--- config.mk ---
export PLATFORM = sky130hd
export DESIGN_NAME = histogram_builder
export DESIGN_NICKNAME = d
export VERILOG_FILES = /design/src/rtl/histogram_builder.sv
export SDC_FILE = /design/constraint.sdc
export NUM_CORES = 1
export LEC_CHECK = 0
export CORE_AREA = 2 2 120 122
export CTS_BUF_LIST = sky130_fd_sc_hd__clkbuf_4 sky130_fd_sc_hd__clkbuf_8 sky130_fd_sc_hd__clkbuf_16
export DETAILED_ROUTE_END_ITERATION = 8
export DIE_AREA = 0 0 122 124
export SLEW_MARGIN = 10
export SYNTH_ARGS = -nofsm -noshare
export SYNTH_HDL_FRONTEND = slang
export SYNTH_SLANG_ARGS = --single-unit
--- constraint.sdc ---
create_clock -name iClk -period 4.9 [get_ports iClk]
set_input_delay 0.735 -clock iClk [delete_from_list [all_inputs] [get_ports iClk]]
set_output_delay 0.735 -clock iClk [all_outputs]
set_load 0.05 [all_outputs]
--- src/rtl/histogram_builder.sv ---
// histogram_builder: builds the 256-bin luminance histogram of one frame in an
// external true dual-port RAM (port A read, port B write, 1-cycle registered
// read that returns old data on a mixed-port read-during-write).
// Flow: IDLE -> CLEAR (256 zero writes) -> ACCUM (1 px/cycle RMW) -> FLUSH -> DONE.
module histogram_builder #(
    parameter int BINS = 256,
    parameter int CW   = 20
) (
    input  logic          iClk,
    input  logic          iRst_n,
    input  logic          iStart,
    input  logic [7:0]    iPixel,
    input  logic          iValid,
    input  logic          iFrameEnd,
    output logic          oReady,
    output logic          oBusy,
    output logic [7:0]    oAddrRdHist,
    input  logic [CW-1:0] iQHist,
    output logic [7:0]    oAddrWrHist,
    output logic [CW-1:0] oDataWrHist,
    output logic          oWE,
    output logic [CW-1:0] oPixelCount,
    output logic          oDone
);

    localparam logic [2:0] S_IDLE  = 3'd0;
    localparam logic [2:0] S_CLEAR = 3'd1;
    localparam logic [2:0] S_ACCUM = 3'd2;
    localparam logic [2:0] S_FLUSH = 3'd3;
    localparam logic [2:0] S_DONE  = 3'd4;

    localparam logic [CW-1:0] CMAX     = {CW{1'b1}};
    localparam logic [CW-1:0] ONE      = {{(CW-1){1'b0}}, 1'b1};
    localparam logic [7:0]    LAST_BIN = 8'(BINS - 1);

    logic [2:0]    state_q, state_d;
    logic [7:0]    clr_q, clr_d;
    logic [CW-1:0] cnt_q, cnt_d;
    logic          done_q, done_d;
    // stage 1 of the read-modify-write pipeline
    logic [7:0]    p1_q, p1_d;
    logic          v1_q, v1_d;
    // single forwarding entry: the bin written in the previous cycle
    logic [7:0]    last_addr_q, last_addr_d;
    logic [CW-1:0] last_data_q, last_data_d;
    logic          last_v_q, last_v_d;

    logic          accept;
    logic          fwd;
    logic [CW-1:0] old_val;
    logic [CW-1:0] inc_val;

    assign accept  = (state_q == S_ACCUM) && iValid;
    // The read for p1 was issued while the previous write to the same bin was
    // in flight; the RAM returned the pre-write value, so use our own copy.
    assign fwd     = last_v_q && (last_addr_q == p1_q);
    assign old_val = fwd ? last_data_q : iQHist;
    assign inc_val = (old_val == CMAX) ? old_val : old_val + ONE;

    // Next-state: control FSM, clear counter, pixel counter and pipeline
    always_comb begin
        state_d     = state_q;
        clr_d       = clr_q;
        cnt_d       = cnt_q;
        done_d      = 1'b0;
        p1_d        = p1_q;
        v1_d        = accept;
        last_addr_d = last_addr_q;
        last_data_d = last_data_q;
        last_v_d    = v1_q;

        if (accept) p1_d = iPixel;
        if (v1_q) begin
            last_addr_d = p1_q;
            last_data_d = inc_val;
        end

        case (state_q)
            S_IDLE: begin
                if (iStart) begin
                    state_d = S_CLEAR;
                    clr_d   = 8'd0;
                    cnt_d   = '0;
                end
            end
            S_CLEAR: begin
                clr_d = clr_q + 8'd1;
                if (clr_q == LAST_BIN) state_d = S_ACCUM;
            end
            S_ACCUM: begin
                if (accept && (cnt_q != CMAX)) cnt_d = cnt_q + ONE;
                if (iFrameEnd) state_d = S_FLUSH;
            end
            S_FLUSH: begin
                state_d = S_DONE;
                done_d  = 1'b1;
            end
            S_DONE:  state_d = S_IDLE;
            default: state_d = S_IDLE;
        endcase
    end

    // State registers; reset leaves the pipeline empty and the FSM idle
    always_ff @(posedge iClk or negedge iRst_n) begin
        if (!iRst_n) begin
            state_q     <= S_IDLE;
            clr_q       <= 8'd0;
            cnt_q       <= '0;
            done_q      <= 1'b0;
            p1_q        <= 8'd0;
            v1_q        <= 1'b0;
            last_addr_q <= 8'd0;
            last_data_q <= '0;
            last_v_q    <= 1'b0;
        end else begin
            state_q     <= state_d;
            clr_q       <= clr_d;
            cnt_q       <= cnt_d;
            done_q      <= done_d;
            p1_q        <= p1_d;
            v1_q        <= v1_d;
            last_addr_q <= last_addr_d;
            last_data_q <= last_data_d;
            last_v_q    <= last_v_d;
        end
    end

    // Write port is decoded from registered state plus the RAM's own output
    // register, so a pixel accepted at cycle k lands in the RAM at cycle k+1.
    always_comb begin
        oWE         = 1'b0;
        oAddrWrHist = 8'd0;
        oDataWrHist = '0;
        if (state_q == S_CLEAR) begin
            oWE         = 1'b1;
            oAddrWrHist = clr_q;
        end else if (v1_q) begin
            oWE         = 1'b1;
            oAddrWrHist = p1_q;
            oDataWrHist = inc_val;
        end
    end

    assign oReady      = (state_q == S_ACCUM);
    assign oBusy       = (state_q == S_CLEAR) || (state_q == S_ACCUM) || (state_q == S_FLUSH);
    assign oAddrRdHist = (state_q == S_ACCUM) ? iPixel : 8'd0;
    assign oPixelCount = cnt_q;
    assign oDone       = done_q;

endmodule
==> metrics list <==
- Commonest non-fill, non-tap cell in the layout: sky130_fd_sc_hd__nand2_1
- Synth-to-Final Area Change: 32.9%
* Status: finished, final reports clean
- Derived from the worst setup path, the maximum achievable clock frequency is 0.215 GHz.
- After clock tree synthesis, the clock-pin slew on the worst setup and hold paths is 0.06 ns.
- Cells after synthesis: 582
- GRT Resource Usage Total: 0.192
- Number of buffers on the longest clock path: 2
- Top routing layer in use: met4
- Unrepaired setup endpoints after global routing: false
* Routed Wire Length: 13,900 microns
- Category of the most critical setup path: reg -> out
* CTS buffer count: 9
- Worst path top cell family by delay: simple AND/OR/NAND/NOR gates
* Effective utilization at floorplan: 0.357
- Number of flops mapped to enable cells by yosys: 0
- During synthesis, Yosys emitted a total of 0 warnings.
- 0 antenna diodes ended up in the layout.
- Number of optimization iterations in the first detailed-route pass: 5
- Across the run, the number of max-cap violations was 0.
- Sink Count: 70
* Kind of start point of the critical path: flip-flop
* Buffer count from post-CTS setup fixing: 0
- Share of power burned in the clock network: 0.347
* Power Internal: 1.29 mW
- Async set or reset register ratio after synthesis: 1.00
* Detailed placement HPWL: 10,200 microns
* Crit share post-route: 0.948
- Most frequent cell on the critical path: sky130_fd_sc_hd__nand4_1
- Dividing total power by cell area gives a power density of 308 mW/mm^2.
- Setup Viol. Count Final: 0
* Later-pin clock latency in the skew report: 0.34 ns
* Final layout net count: 704
- Number of top-level pins: 93
- Clock H-tree levels: 3
- For the final routed database, the setup TNS stands at 0 ns.
* IO buf count: 92
- Subtracting the final worst setup slack from the clock period gives 4.64 ns.
- Clock skew on the completed layout was measured at 0.00586 ns.
- Die ar.: 0.0151 sq mm
* Crit end category: output port
* Final max-slew violation count: 0
* Worst hold slack: 0.419 ns
- TritonCTS clock tree: done
- In the detailed route, the total length drawn on met2 is 6490 microns.
- In the routed design, unresolved DRC markers number 0.
- Measured along the y axis, the die boundary spans 124 microns.
- Global routing finished with a remaining overflow of 0.
- Number of core rows: 43
* Biggest cell delay along the critical path: 0.52 ns
- Highest-count cells in the layout ignoring fill and taps: 74 x sky130_fd_sc_hd__nand2_1, 71 x sky130_fd_sc_hd__clkdlybuf4s50_1, 70 x sky130_fd_sc_hd__dfrtp_1, 61 x sky130_fd_sc_hd__nor2_1, 48 x sky130_fd_sc_hd__o21ai_0
- The congestion estimate from routability-driven global placement came to 0.901.
- Sum of met3 wire segment lengths after detailed routing: 736 microns
- Detailed-route vias per instance: 5.43
- First-pass GRT wire length: 22,800 microns
- Summed over all nets, the switching power comes to 0.719 mW.
* Leak Pwr: 2.75 nW
* Horizontal extent of the die: 122 microns
- Primary flip-flop cell chosen by synthesis mapping: sky130_fd_sc_hd__dfrtp_1
- Wire length the detailed router placed on met1: 6420 microns
- After the first detailed-routing iteration, the DRC count stood at 289.
- Of all nets on the critical path, the largest fanout is 9.
- Of the synthesized area, sequential elements account for 0.358.
* Switching share of power: 0.358
- Final Power: 2.00 mW
- The core region is 0.0137 sq mm.
- The via count of the first global-routing pass came to 4,620.
- Together, buffers and inverters on the worst path number 2.
- Fraction of final layout cells sized beyond drive strength 1: 0.122
- Data on the critical path arrives at its endpoint at 3.91 ns.
* Slew at the pin closest to its max-slew limit: 1.12 ns
* Part of the total power dissipated in sequential elements: 0.372
- VDD sags by at most 0.000343 V.
- On the critical path, the stage with the largest delay is an instance of sky130_fd_sc_hd__or4_4.
- Number of antenna violations at the first check in global routing: 0
* Summed instance area of the synthesized netlist: 0.00489 sq mm
- The share of total power dissipated in combinational logic is 0.281.
* Worst slew slack as a fraction of its limit: 0.250
* Data required, critical path: 4.16 ns
* Buffer cell driving the clock tree root: sky130_fd_sc_hd__clkbuf_16
- Number of nets still failing antenna checks after routing: 0
- The final hold violation count is 0.
- After synthesis, the mean cell area works out to 8.41 sq um.
- Net Count, Synth: 618
* Post-synthesis cell type count: 65
- Number of synthesized register bits: 70
- The signal on the critical path passes through xnor2_1, nand4_1, nor3_4, mux2i_1, inv_1, ha_2, nand4_1, or4_4, nand2b_1, or3_1, o31ai_2, xor2_1, nor2_1, buf_12.
- Dividing the detail-routed wire length by the instance count gives 16.4 microns.
- Via total after detailed routing: 4,635
- Worst min-delay path category: in -> async
* Pin count of the biggest net entering global routing: 48
-- state kept, by name (all words and copies together) (netlist names) --
name,count
clr_q,8
last_addr_q,8
last_data_q,20
last_v_d,1
last_v_q,1
oDone,1
oPixelCount,20
p1_q,8
state_q,3
-- worst register-to-register path: stages, from the launching register on --
cell	delay (ns)
sky130_fd_sc_hd__dfrtp_1	0.40
sky130_fd_sc_hd__xnor2_1	0.16
sky130_fd_sc_hd__nand4_1	0.27
sky130_fd_sc_hd__nor3_4	0.39
sky130_fd_sc_hd__mux2i_1	0.16
sky130_fd_sc_hd__inv_1	0.08
sky130_fd_sc_hd__ha_2	0.27
sky130_fd_sc_hd__nand4_1	0.15
sky130_fd_sc_hd__or4_4	0.52
sky130_fd_sc_hd__nor2_8	0.19
sky130_fd_sc_hd__mux2i_4	0.14
sky130_fd_sc_hd__and4b_4	0.28
sky130_fd_sc_hd__mux2_4	0.31
sky130_fd_sc_hd__a21oi_2	0.11
-- cell type report --
| cell class | instances | area, sq um |
|---|---|---|
| multi-input cells | 462 | 2950 |
| well taps | 180 | 225 |
| flip-flops and latches | 70 | 1750 |
| clock buffers | 11 | 253 |
| fillers | 1337 | 7220 |
| clock inverters | 5 | 65.1 |
| inverters | 21 | 78.8 |
| repair buffers | 104 | 1180 |
-- cell usage after synthesis, drive strengths merged (7+ instances only) --
cell / n / area [sq um]
a21oi: 23 / 123
and2: 12 / 75.1
and3: 13 / 81.3
buf: 7 / 53.8
clkbuf: 22 / 82.6
dfrtp: 70 / 1750
inv: 20 / 75.1
mux2: 13 / 150
mux2i: 28 / 305
nand2: 75 / 284
nand3: 25 / 125
nand4: 18 / 113
nor2: 62 / 249
nor3: 14 / 80.1
o21ai: 53 / 269
xnor2: 18 / 158
xor2: 27 / 236
-- final timing paths --
check / startpoint / endpoint / slack [ns] / cells past startpoint
worst max register to register: p1_q[3]$_DFFE_PN0P_ / last_data_q[8]$_DFFE_PN0P_ / 1.40 / 13
worst min-delay path: iRst_n / last_data_q[1]$_DFFE_PN0P_ / 0.42 / 1
max in group asynchronous: iRst_n / oPixelCount[17]$_DFFE_PN0P_ / 3.70 / 2
min in group iClk: clr_q[7]$_DFFE_PN0P_ / clr_q[7]$_DFFE_PN0P_ / 0.53 / 1
worst max-delay path: p1_q[3]$_DFFE_PN0P_ / oDataWrHist[14] / 0.26 / 14
worst min register to register: clr_q[7]$_DFFE_PN0P_ / clr_q[7]$_DFFE_PN0P_ / 0.53 / 1
-- logic make-up after synthesis --
family | after synthesis | synth area share
AO/OA/AOI/OAI | 119 | 0.152
multiplexers | 41 | 0.0931
AND/OR/NAND/NOR | 254 | 0.265
buffers and inverters | 50 | 0.0440
XOR/XNOR | 45 | 0.0806
flip-flops | 70 | 0.358
adder cells (fa/ha/maj) | 3 | 0.00767
-- power groups by stage --
stage	Clock, mW	Sequential (mW)	Combinational, mW
2_1_floorplan	0	0.733	0.377
6_report	0.696	0.746	0.563
3_3_place_gp	0	0.748	0.552
3_5_place_dp	0	0.753	0.560
5_1_grt	0.742	0.759	0.615
4_1_cts	0.719	0.743	0.565
-- timing repair --
action | CTS | global route
endpoints found under the setup margin | 0 | 10
hold buffers | 0 | 0
gates resized for setup | 0 | 3
-- through the flow --
stage	setup WS, ns	util	area [sq um]	cells
after global placement	0.571	0.450	6170	837
after detailed placement	0.513	0.450	6170	837
after CTS	0.127	0.473	6490	853
final	0.256	0.474	6500	853
after floorplan	0.336	-	4900	582
after global routing	0.0109	0.474	6500	853
-- routing by layer --
metal  vias up  GRT usage
met5         -          0
met4         0     0.0697
met2       143      0.314
met1      2238      0.256
met3        25     0.0316
li1       2229          -
No activity file was read; power rests on OpenSTA's default activity.
